===== src/rtl/clangpu_pkg.sv =====
// clangpu_pkg: shared instruction widths and the fetch/decode word type
package clangpu_pkg;
  localparam int ADDR_WIDTH = 32;
  localparam int DATA_WIDTH = 32;
  typedef struct packed {
    logic [ADDR_WIDTH-1:0] addr;
    logic [DATA_WIDTH-1:0] data;
  } inst_t;
endpackage


===== src/rtl/fetch_queue_if.sv =====
// fetch_queue_if: fetch-side push, decode-side pop and status signals of the fetch queue
interface fetch_queue_if #(
  parameter int DEPTH = 8,
  parameter int ADDR_WIDTH = 32,
  parameter int DATA_WIDTH = 32
);
  logic I_VALID;
  logic [ADDR_WIDTH-1:0] I_ADDR;
  logic [DATA_WIDTH-1:0] I_DATA;
  logic O_STALL;
  logic I_FLUSH;
  logic O_VALID;
  logic [ADDR_WIDTH-1:0] O_ADDR;
  logic [DATA_WIDTH-1:0] O_DATA;
  logic I_READY;
  logic [$clog2(DEPTH):0] O_COUNT;
  logic O_OVERFLOW;
  modport master (
    output I_VALID, I_ADDR, I_DATA, I_FLUSH, I_READY,
    input O_STALL, O_VALID, O_ADDR, O_DATA, O_COUNT, O_OVERFLOW
  );
  modport slave (
    input I_VALID, I_ADDR, I_DATA, I_FLUSH, I_READY,
    output O_STALL, O_VALID, O_ADDR, O_DATA, O_COUNT, O_OVERFLOW
  );
endinterface


===== src/rtl/fifo_ptr.sv =====
// fifo_ptr: wrapping read/write pointers and occupancy counter with flush/reset clear
module fifo_ptr #(
  parameter int DEPTH = 8
) (
  input logic clk,
  input logic rst,
  input logic flush,
  input logic push,
  input logic pop,
  output logic [$clog2(DEPTH)-1:0] wr_ptr,
  output logic [$clog2(DEPTH)-1:0] rd_ptr,
  output logic [$clog2(DEPTH):0] count,
  output logic [$clog2(DEPTH):0] count_next
);
  // occupancy after this edge; simultaneous push and pop leave it unchanged
  always_comb count_next = (push && !pop) ? count + 1'b1 : (pop && !push) ? count - 1'b1 : count;
  // pointers wrap naturally at DEPTH because DEPTH is a power of two
  always_ff @(posedge clk) begin
    if (rst || flush) begin
      wr_ptr <= '0;
      rd_ptr <= '0;
      count <= '0;
    end else begin
      if (push) wr_ptr <= wr_ptr + 1'b1;
      if (pop) rd_ptr <= rd_ptr + 1'b1;
      count <= count_next;
    end
  end
endmodule


===== src/rtl/fetch_queue.sv =====
// fetch_queue: FWFT instruction buffer between fetch and decode with early stall and flush
module fetch_queue #(
  parameter int DEPTH = 8,
  parameter int ADDR_WIDTH = clangpu_pkg::ADDR_WIDTH,
  parameter int DATA_WIDTH = clangpu_pkg::DATA_WIDTH,
  parameter int SKID = 2
) (
  input logic CCLK,
  input logic CRST,
  fetch_queue_if.slave bus
);
  import clangpu_pkg::*;
  localparam int AW = $clog2(DEPTH);
  localparam logic [AW:0] FULL = (AW+1)'(DEPTH);
  localparam logic [AW:0] STALL_AT = (AW+1)'(DEPTH - SKID);
  inst_t mem [DEPTH];
  logic [AW-1:0] wr_ptr, rd_ptr;
  logic [AW:0] count, count_next;
  logic push, pop, full;
  logic stall, overflow;
  // a full buffer still accepts a word when the head leaves in the same cycle
  always_comb begin
    full = count == FULL;
    pop = (count != '0) && bus.I_READY && !bus.I_FLUSH;
    push = bus.I_VALID && !bus.I_FLUSH && (!full || pop);
  end
  fifo_ptr #(.DEPTH(DEPTH)) u_ptr (
    .clk(CCLK),
    .rst(CRST),
    .flush(bus.I_FLUSH),
    .push(push),
    .pop(pop),
    .wr_ptr(wr_ptr),
    .rd_ptr(rd_ptr),
    .count(count),
    .count_next(count_next)
  );
  // storage has no reset so it maps onto distributed RAM
  always_ff @(posedge CCLK) begin
    if (push) mem[wr_ptr] <= '{addr: bus.I_ADDR, data: bus.I_DATA};
  end
  // stall raised early enough that SKID in-flight words still fit
  always_ff @(posedge CCLK) begin
    if (CRST || bus.I_FLUSH) stall <= 1'b0;
    else stall <= count_next >= STALL_AT;
  end
  // sticky record of a word arriving into a full buffer with no pop to make room
  always_ff @(posedge CCLK) begin
    if (CRST) overflow <= 1'b0;
    else if (bus.I_VALID && !bus.I_FLUSH && full && !pop) overflow <= 1'b1;
  end
  assign bus.O_VALID = count != '0;
  assign bus.O_ADDR = mem[rd_ptr].addr;
  assign bus.O_DATA = mem[rd_ptr].data;
  assign bus.O_COUNT = count;
  assign bus.O_STALL = stall;
  assign bus.O_OVERFLOW = overflow;
endmodule


===== src/flat_wrapper.sv =====
// flat-port wrapper written by rule: the top's interface ports become plain ports
module fetch_queue_flat import clangpu_pkg::*;
#(
  parameter int DEPTH = 8,
  parameter int ADDR_WIDTH = clangpu_pkg::ADDR_WIDTH,
  parameter int DATA_WIDTH = clangpu_pkg::DATA_WIDTH,
  parameter int SKID = 2
)
  (CCLK, CRST, bus_I_VALID, bus_I_ADDR, bus_I_DATA, bus_I_FLUSH, bus_I_READY, bus_O_STALL, bus_O_VALID, bus_O_ADDR, bus_O_DATA, bus_O_COUNT, bus_O_OVERFLOW);
  fetch_queue_if #(.DEPTH(DEPTH), .ADDR_WIDTH(ADDR_WIDTH), .DATA_WIDTH(DATA_WIDTH)) bus_i ();
  input logic CCLK;
  input logic CRST;
  input wire logic [$bits(bus_i.I_VALID)-1:0] bus_I_VALID;
  input wire logic [$bits(bus_i.I_ADDR)-1:0] bus_I_ADDR;
  input wire logic [$bits(bus_i.I_DATA)-1:0] bus_I_DATA;
  input wire logic [$bits(bus_i.I_FLUSH)-1:0] bus_I_FLUSH;
  input wire logic [$bits(bus_i.I_READY)-1:0] bus_I_READY;
  output wire logic [$bits(bus_i.O_STALL)-1:0] bus_O_STALL;
  output wire logic [$bits(bus_i.O_VALID)-1:0] bus_O_VALID;
  output wire logic [$bits(bus_i.O_ADDR)-1:0] bus_O_ADDR;
  output wire logic [$bits(bus_i.O_DATA)-1:0] bus_O_DATA;
  output wire logic [$bits(bus_i.O_COUNT)-1:0] bus_O_COUNT;
  output wire logic [$bits(bus_i.O_OVERFLOW)-1:0] bus_O_OVERFLOW;
  assign bus_i.I_VALID = bus_I_VALID;
  assign bus_i.I_ADDR = bus_I_ADDR;
  assign bus_i.I_DATA = bus_I_DATA;
  assign bus_i.I_FLUSH = bus_I_FLUSH;
  assign bus_i.I_READY = bus_I_READY;
  assign bus_O_STALL = bus_i.O_STALL;
  assign bus_O_VALID = bus_i.O_VALID;
  assign bus_O_ADDR = bus_i.O_ADDR;
  assign bus_O_DATA = bus_i.O_DATA;
  assign bus_O_COUNT = bus_i.O_COUNT;
  assign bus_O_OVERFLOW = bus_i.O_OVERFLOW;
  fetch_queue #(.DEPTH(DEPTH), .ADDR_WIDTH(ADDR_WIDTH), .DATA_WIDTH(DATA_WIDTH), .SKID(SKID)) u_core (.CCLK(CCLK), .CRST(CRST), .bus(bus_i));
endmodule

===== config.mk =====
export PLATFORM = sky130hd
export DESIGN_NAME = fetch_queue_flat
export DESIGN_NICKNAME = d
export VERILOG_FILES = /design/src/rtl/clangpu_pkg.sv /design/src/rtl/fetch_queue_if.sv /design/src/rtl/fifo_ptr.sv /design/src/rtl/fetch_queue.sv /design/src/flat_wrapper.sv
export SDC_FILE = /design/constraint.sdc
export NUM_CORES = 1
export LEC_CHECK = 0
export BUFFER_PORTS_ARGS = -buffer_cell sky130_fd_sc_hd__buf_2
export CELL_PAD_IN_SITES_DETAIL_PLACEMENT = 0
export CELL_PAD_IN_SITES_GLOBAL_PLACEMENT = 1
export CORE_UTILIZATION = 57
export CTS_CLUSTER_SIZE = 40
export DETAILED_ROUTE_END_ITERATION = 10
export GPL_TIMING_DRIVEN = 0
export PLACE_DENSITY_LB_ADDON = 0.1
export SLEW_MARGIN = 25
export SYNTH_ARGS = -nofsm -noshare
export SYNTH_HDL_FRONTEND = slang
export SYNTH_HIERARCHICAL = 1
export SYNTH_SLANG_ARGS = --single-unit

===== constraint.sdc =====
create_clock -name CCLK -period 38.3 [get_ports CCLK]
set_clock_uncertainty 0.2 [all_clocks]
set_input_delay 7.66 -clock CCLK [delete_from_list [all_inputs] [get_ports CCLK]]
set_output_delay 7.66 -clock CCLK [all_outputs]
set_load 0.01 [all_outputs]

==> results of run 1 <==
[final timing paths]
check	from	endpoint	slack (ns)
setup / recovery	u_core/u_ptr/rd_ptr[1]$_SDFFE_PP0P_	bus_O_DATA[28]	27.71
hold / removal	u_core/bus.O_OVERFLOW$_SDFFE_PP0P_	u_core/bus.O_OVERFLOW$_SDFFE_PP0P_	0.27
setup reg to reg	u_core/u_ptr/count[3]$_SDFF_PP0_	u_core/mem[6][41]$_DFFE_PP_	34.82
hold reg to reg	u_core/bus.O_OVERFLOW$_SDFFE_PP0P_	u_core/bus.O_OVERFLOW$_SDFFE_PP0P_	0.27
[power groups by stage]
stage / Sequential (mW) / Clock, mW / Combinational (mW)
5_1_grt: 0.635 / 0.475 / 0.0341
3_5_place_dp: 0.647 / 0 / 0.0316
4_1_cts: 0.635 / 0.454 / 0.0317
2_1_floorplan: 0.648 / 0 / 0.0139
6_report: 0.635 / 0.445 / 0.0311
3_3_place_gp: 0.650 / 0 / 0.0290
[Yosys cell counts]
| master | count |
|---|---|
| a32o_1 | 1 |
| nor4b_4 | 1 |
| and2b_2 | 1 |
| xnor2_1 | 6 |
| mux4_2 | 128 |
| clkbuf_8 | 1 |
| a2111oi_0 | 8 |
| buf_4 | 3 |
| nor2b_1 | 1 |
| and4b_2 | 1 |
| clkbuf_1 | 12 |
| nor3_1 | 2 |
| buf_6 | 11 |
| nor3b_1 | 3 |
| xor2_1 | 2 |
| mux2i_1 | 4 |
| nor4_1 | 1 |
| buf_2 | 4 |
| or2_2 | 2 |
| a21oi_1 | 4 |
| nand3b_1 | 2 |
| ha_1 | 4 |
| edfxtp_1 | 512 |
| or3_1 | 1 |
| nand3_1 | 1 |
| and2_1 | 1 |
| nand2_1 | 5 |
| a211oi_1 | 2 |
| mux2_2 | 65 |
| buf_1 | 9 |
| inv_1 | 6 |
| nor2_1 | 7 |
| dfxtp_1 | 12 |
| nand2b_1 | 3 |
[flip-flops by register name (all words and copies together) (netlist names)]
| signal | count |
|---|---|
| u_core/u_ptr/count | 4 |
| u_core/u_ptr/rd_ptr | 3 |
| u_core/bus.O_OVERFLOW | 1 |
| u_core/bus.O_STALL | 1 |
| u_core/mem | 512 |
| u_core/u_ptr/wr_ptr | 3 |
[layer usage]
metal  part of all wire [%]  wire length, um  up-vias
met3                    5.3             2010       62
li1                       -                -     4191
met5                  0.060               23        -
met1                     42            16100     4937
met4                    1.8              700        4
met2                     51            19500      219
[cell type report]
| class | count | area [um2] |
|---|---|---|
| fill | 2288 | 11000 |
| clock inverter | 27 | 113 |
| buffer | 40 | 259 |
| multi-input combinational | 256 | 4140 |
| timing repair buffer | 275 | 1420 |
| sequential | 524 | 15600 |
| tap | 455 | 569 |
| clock buffer | 63 | 1360 |
| inverter | 6 | 22.5 |
| antenna | 2 | 5.00 |
[cell families after synthesis]
group | after synthesis | share of synthesized area, %
flops | 524 | 78.1
mux | 197 | 18.3
buf+inv | 46 | 1.41
simple gates | 32 | 0.989
compound gates | 15 | 0.576
xor+xnor | 8 | 0.351
fa+ha+maj | 4 | 0.250
[stage by stage]
| stage | std cells | setup WS, ns | util, % |
|---|---|---|---|
| after floorplan | 826 | 19.31 | - |
| after global placement | 1420 | 8.21 | 61.5 |
| after detailed placement | 1556 | 27.42 | 63.8 |
| after CTS | 1646 | 27.64 | 68.1 |
| after global routing | 1647 | 27.59 | 68.1 |
| final | 1648 | 27.71 | 68.1 |
==> metrics.yaml, run 1 <==
period_share_pct: 27.7
crit_chain: "buf_1 > clkbuf_1 > mux2_2 > buf_2"
timing.fmax_mhz: 94.4
coreArea_mm2: 0.0345
cap_viol_max_count: 0
tightest_slew_ns: 0.875
dieArea_mm2: 0.0358
route.antenna.remaining_nets: 0
syn_area_per_cell_um2: 24.2
post_cts_buffers: 0
combPwrFrac_pct: 2.8
status: "completed"
cts.reportedPaths.clkPinSlew_ns: 0.06
grt_pass1_wl_um: 58300
yosysSeqAreaShare_pct: 78.1
yosys-top-cells-area: "edfxtp_1 77%, mux4_2 14%, mux2_2 3.7%, dfxtp_1 1.2%, buf_6 0.62%"
grt-ovfl-total: 0
die_w_um: 189
wirelength_um: 38300
cp.arrival_ns: 2.73
ys_types: 34
ir_worst_vdd_uv: 40.0
finalSetupViolCount: 0
path_class: "reg -> out"
drv_slew: 0
yosysTopAreaCell: "edfxtp_1"
grtUsageMet2_pct: 37.5
p_leak_nw: 7.93
finalSetupTns_ns: 0
drc_errors: 0
grt_max_degree: 15
layout_common_cells: "512 x edfxtp_1, 260 x buf_2, 128 x mux4_2"
switching_share_pct: 19.2
total_power_mw: 1.11
synthesis.area_mm2: 0.0200
synth_fp_nets: 899
htreeDepth: 2
cp_top_family: "buffers and inverters"
required_ns: 30.44
start_kind: "flop"
firstDrtPassIters: 5
ios: 140
clkPwrFrac_pct: 40.1
maxSlewHeadroom_pct: 41.3
clock_sinks: 524
cts_buffer_depth: 3
drive_gt1_share_pct: 47.0
hold_path.class: "reg -> reg"
floorplan.initialDensity_pct: 57.9
final_area_mm2: 0.0235
path_buf_inv: 3
hpwl_um: 26600
cts_root_buf: "clkbuf_16"
path_depth: 4
vias: 9413
hold_ws_ns: 0.269
rsz0062_at_grt: "no"
critPathMaxFanout: 10
final_nets: 1227
cts_resized: 0
drt_iter0_markers: 627
io_buffers: 139
power_density_mw_per_mm2: 47.2
end_kind: "output pin"
netlist.area_leader.share_pct: 76.9
dieHeight_um: 189
wl_per_cell_um: 23.2
hold_violations: 0
gr-usage-all-layers_pct: 22.1
seqPwrFrac_pct: 57.1
antenna_found_initial: 4
grt_pass1_vias: 9803
final_common_cell: "edfxtp_1"
switching_power_mw: 0.214
reg2regPathDepth: 10
p_int_mw: 0.897
syn-instance-count: 826
gp_congestion: 0.709
synth_warnings: 6
row_count: 68
syn_to_final_growth_pct: 17.7
holdPathStages: 1
use_met3_pct: 4.28
period_minus_slack_ns: 10.59
hold_buffers: 0
clkLatencyLatePin_ns: 0.54
grtUsageMet1_pct: 29.8
slowest_stage: "clkbuf_1"
cts_tree: "done"
top_usage_layer: "met2"
via_per_inst: 5.71
critPathMaxStageDelay_ns: 0.65
dpl_cell_area_mm2: 0.0220
ys_ff_latch: 524
numCtsBuffers: 51
No activity file was read; power rests on OpenSTA's default activity.
==> run 2, diff against run 1 <==
Settings changed: ABC_AREA from default to 1, CORE_UTILIZATION 57 to 49.
Clock period 38.3 ns to 10.95 ns, I/O delays scaled along.
==> metrics.yaml, run 2 <==
status: "completed"
hold_violations: 0  # unchanged
rsz0062_at_grt: "no"
route.met3.wl_um: 2870  # +43%
hold_path.class: "reg -> reg"
die_w_um: 210  # +11%
floorplan.initialDensity_pct: 50.1  # -7.8 points
largest_register_ffs: 512  # unchanged
top_layer: "met5"
maxSlewHeadroom_pct: 26.7  # -15 points
critPathMaxFanout: 10  # unchanged
hpwl_um: 32300  # +21%
coreArea_mm2: 0.0423  # +23%
wirelength_um: 51000  # +33%
drive_gt1_share_pct: 16.4  # -31 points
timing.fmax_mhz: 193
met2_length_um: 24400  # +26%
p_leak_nw: 9.39  # +18%
drt-met1-wl_um: 22500  # +40%
final_common_cell: "nor2_1"
wl_per_cell_um: 19.2  # -17%
syn_area_per_cell_um2: 11.7  # -52%
synth_warnings: 6  # unchanged
synthesis.area_mm2: 0.0212  # +6.0%
io_buffers: 139  # unchanged
cp.arrival_ns: 2.79  # +0.06 ns
syn_to_final_growth_pct: 18.2
stdcell_count: 2656  # +61%
hold_buffers: 0  # unchanged
grt_pass1_vias: 13300  # +36%
ios: 140  # unchanged
firstDrtPassIters: 4  # -1
finalSetupViolCount: 0  # unchanged
layout_common_cells: "521 x nor2_1, 512 x edfxtp_1, 345 x nand2_1"
post_cts_buffers: 0  # unchanged
cap_viol_max_count: 0  # unchanged
synth_fp_nets: 1888  # +110%
drt_iter0_markers: 1019  # +63%
drv_slew: 0  # unchanged
tightest_slew_ns: 1.10  # +0.225 ns
grt-ovfl-total: 0  # unchanged
vias: 13800  # +46%
final_nets: 2108  # +72%
antenna_found_initial: 5  # +1
ir_worst_vdd_uv: 129  # +220%
htreeDepth: 2  # unchanged
numCtsBuffers: 54  # +5.9%
gr-usage-all-layers_pct: 23.6  # +1.5 points
hold_ws_ns: 0.239  # -0.0299 ns
via_per_inst: 5.18  # -9.2%
end_kind: "output pin"
cts_root_buf: "clkbuf_16"
final_area_mm2: 0.0250  # +6.5%
period_share_pct: 47.3
start_kind: "flop"
cts_tree: "done"
required_ns: 8.56  # -21.88 ns
drc_errors: 0  # unchanged
route.antenna.remaining_nets: 0  # unchanged
clkLatencyLatePin_ns: 0.58  # +0.04 ns
row_count: 75  # +10%
cts.reportedPaths.clkPinSlew_ns: 0.06  # about the same
gp_congestion: 0.747  # +5.2%
cts_buffer_depth: 3  # unchanged
clock_sinks: 524  # unchanged
path_class: "reg -> out"
grt_max_degree: 22  # +7
dp.cells: 2556  # +64%
fin_util_pct: 59.2  # -8.9 points
reg_top3: "u_core/mem x512, u_core/u_ptr/count x4"
dpl_cell_area_mm2: 0.0233  # +5.7%
syn-instance-count: 1815  # +120%
dieArea_mm2: 0.0441  # +23%
power_density_mw_per_mm2: 166  # +250%
cts_resized: 0  # unchanged
regMostFlops: "u_core/mem"
grt_pass1_wl_um: 77400  # +33%
period_minus_slack_ns: 5.18
dieHeight_um: 210  # +11%
finalSetupTns_ns: 0  # unchanged
## run 2: layer usage
| layer | global-route usage (%) | vias up |
|---|---|---|
| li1 | - | 6648 |
| met1 | 32.1 | 6662 |
| met2 | 38.7 | 365 |
| met3 | 4.32 | 89 |
| met4 | 7.45 | 6 |
| met5 | 0 | - |
## run 2: area by class of cell
cell class / instances / area [um2]
Antenna cell: 2 / 5.00
Buffer: 99 / 657
Clock buffer: 72 / 1480
Clock inverter: 26 / 268
Fill cell: 3443 / 17300
Inverter: 22 / 85.1
Multi-Input combinational cell: 1170 / 4890
Sequential cell: 524 / 15600
Tap cell: 577 / 722
Timing Repair Buffer: 164 / 1320
## run 2: final timing paths
kind                                                           from                                  to  slack, ns  cells after the start
worst max-delay path            u_core/u_ptr/rd_ptr[2]$_SDFFE_PP0P_                      bus_O_DATA[21]       5.77                      5
worst min-delay path             u_core/bus.O_OVERFLOW$_SDFFE_PP0P_  u_core/bus.O_OVERFLOW$_SDFFE_PP0P_       0.24                      2
worst max register to register     u_core/u_ptr/count[1]$_SDFF_PP0_       u_core/bus.O_STALL$_SDFF_PP0_       7.91                     12
worst min register to register   u_core/bus.O_OVERFLOW$_SDFFE_PP0P_  u_core/bus.O_OVERFLOW$_SDFFE_PP0P_       0.24                      2
## run 2: report_power, final
group / leakage, nW / switching [mW] / internal, mW
sequential: 4.72 / 0.00377 / 2.22
combinational: 3.82 / 0.0903 / 0.0423
clock: 0.851 / 0.730 / 1.08
total: 9.39 / 0.824 / 3.34
## run 2: metrics by stage
| stage | total power [mW] | worst slack (ns) |
|---|---|---|
| detailed placement | 2.40 | 6.29 |
| global route | 4.29 | 5.67 |
| finish | 4.17 | 5.77 |
| CTS | 4.20 | 5.75 |
| floorplan | 2.32 | 5.06 |
| global placement | 2.39 | 2.31 |
## run 2: critical path, cell delays in order, from the launching register on
cell,delay [ns]
dfxtp_1,0.38
clkbuf_1,0.83
clkbuf_1,0.57
nand2_1,0.11
nand2_1,0.15
buf_2,0.15
==> run 3, diff against run 2 <==
Settings changed: ABC_AREA 1 to 0, CORE_UTILIZATION 49 to 53.
Clock period 10.95 ns to 5.3 ns, I/O delays scaled along.
==> metrics.yaml, run 3 (synthesis results as in run 1) <==
dp.cells: 1545  # -40%
die_w_um: 196  # -6.5%
via_per_inst: 5.63  # +8.6%
syn_to_final_growth_pct: 19.1
finalSetupTns_ns: 0  # unchanged
critPathMaxStageDelay_ns: 0.67  # -0.16 ns
timing.fmax_mhz: 245
status: "completed"
row_count: 70  # -6.7%
drc_errors: 0  # unchanged
period_minus_slack_ns: 4.08
reg2regPathDepth: 7  # -5
rsz0062_at_grt: "no"
cts.reportedPaths.clkPinSlew_ns: 0.06  # about the same
path_depth: 4  # -1
hold_path.class: "reg -> reg"
reg_top3: "u_core/mem x512, u_core/u_ptr/count x4"
finalSetupViolCount: 0  # unchanged
holdPathStages: 1  # -1
grt_pass1_wl_um: 59700  # -23%
dieHeight_um: 196  # -6.5%
period_share_pct: 76.9
final_nets: 1168  # -45%
drive_gt1_share_pct: 44.4  # +28 points
start_kind: "flop"
path_class: "reg -> out"
regMostFlops: "u_core/mem"
post_cts_buffers: 0  # unchanged
route.antenna.remaining_nets: 0  # unchanged
final_common_cell: "edfxtp_1"
stdcell_count: 1643  # -38%
gr-usage-all-layers_pct: 21.2  # -2.3 points
tightest_slew_ns: 0.992  # -0.108 ns
rrSetupSlack_ns: 2.08  # -5.83 ns
floorplan.initialDensity_pct: 54.2  # +4.1 points
layout_common_cells: "512 x edfxtp_1, 143 x buf_2, 128 x mux4_2"
nFillCells: 2457  # -29%
drt_iter0_markers: 532  # -48%
coreArea_mm2: 0.0369  # -13%
crit_chain: "buf_1 > clkbuf_1 > mux2_2 > buf_2"
p_leak_nw: 7.70  # -18%
numCtsBuffers: 52  # -3.7%
cts_tree: "done"
grt_max_degree: 14  # -36%
clock_sinks: 524  # unchanged
gp_congestion: 0.663  # -11%
wl_per_cell_um: 24.0  # +25%
critPathMaxFanout: 10  # unchanged
antenna_found_initial: 5  # unchanged
wirelength_um: 39500  # -23%
grt_pass1_vias: 9669  # -27%
grt-ovfl-total: 0  # unchanged
cts_resized: 0  # unchanged
ir_worst_vdd_uv: 344  # +170%
cts_buffer_depth: 3  # unchanged
slowest_stage: "clkbuf_1"
hold_ws_ns: 0.289  # +0.0497 ns
power_density_mw_per_mm2: 351  # +110%
firstDrtPassIters: 5  # +1
cts_root_buf: "clkbuf_16"
dieArea_mm2: 0.0385  # -13%
drv_slew: 0  # unchanged
ios: 140  # unchanged
cp_top_family: "buffers and inverters"
htreeDepth: 2  # unchanged
clkLatencyLatePin_ns: 0.56  # -0.02 ns
largest_register_ffs: 512  # unchanged
maxSlewHeadroom_pct: 33.9  # +7.2 points
vias: 9250  # -33%
io_buffers: 139  # unchanged
required_ns: 4.04  # -4.52 ns
hold_violations: 0  # unchanged
cp.arrival_ns: 2.82  # +0.03 ns
cap_viol_max_count: 0  # unchanged
end_kind: "output pin"
path_buf_inv: 3  # unchanged
hold_buffers: 0  # unchanged
hpwl_um: 26900  # -17%
run 3: area by class of cell:
| class | instances | area, um2 | area share, % |
|---|---|---|---|
| Multi-Input combinational cell | 256 | 4240 | 17.8 |
| Sequential cell | 524 | 15600 | 65.6 |
| Buffer | 40 | 259 | 1.09 |
| Clock buffer | 69 | 1390 | 5.83 |
| Clock inverter | 27 | 265 | 1.11 |
| Tap cell | 504 | 631 | 2.65 |
| Antenna cell | 2 | 5.00 | 0.0210 |
| Inverter | 6 | 22.5 | 0.0947 |
| Timing Repair Buffer | 215 | 1370 | 5.75 |
run 3: routing by layer:
| metal | vias to the layer above | share of wire, % | GRT usage (%) |
|---|---|---|---|
| met5 | - | 0.048 | 0 |
| met4 | 4 | 1.8 | 5.38 |
| met3 | 62 | 5.5 | 4.42 |
| met2 | 248 | 48 | 33.9 |
| met1 | 4855 | 44 | 30.3 |
| li1 | 4081 | - | - |
run 3: final timing paths:
path                                                           from                                  to
worst max-delay path            u_core/u_ptr/rd_ptr[1]$_SDFFE_PP0P_                      bus_O_ADDR[24]
worst min register to register   u_core/bus.O_OVERFLOW$_SDFFE_PP0P_  u_core/bus.O_OVERFLOW$_SDFFE_PP0P_
worst max register to register     u_core/u_ptr/count[3]$_SDFF_PP0_         u_core/mem[0][41]$_DFFE_PP_
worst min-delay path             u_core/bus.O_OVERFLOW$_SDFFE_PP0P_  u_core/bus.O_OVERFLOW$_SDFFE_PP0P_
run 3: report_power, final:
| group | internal [mW] | switching (mW) | leakage (nW) |
|---|---|---|---|
| sequential | 4.58 | 0.00888 | 4.72 |
| clock | 2.12 | 1.43 | 0.801 |
| combinational | 0.100 | 0.133 | 2.17 |
| total | 6.80 | 1.57 | 7.70 |
run 3: worst register-to-register path, stage by stage, from the launching register on:
cell and delay (ns):
dfxtp_1 0.35, nor2b_1 0.14, clkbuf_1 0.40, a2111oi_4 0.91, buf_4 0.31, buf_6 0.17
buf_4 0.21, buf_4 0.21
run 3: stage by stage:
| step | setup WS, ns | instance area, um2 | power [mW] | utilization, % |
|---|---|---|---|---|
| 2_1_floorplan | -0.819 | 20000 | 4.78 | - |
| 3_3_place_gp | -5.46 | 21400 | 4.90 | 57.9 |
| 3_5_place_dp | 1.27 | 22100 | 4.91 | 60.0 |
| 4_1_cts | 1.13 | 23800 | 8.46 | 64.5 |
| 5_1_grt | 1.11 | 23800 | 8.63 | 64.5 |
| 6_report | 1.22 | 23800 | 8.36 | 64.5 |
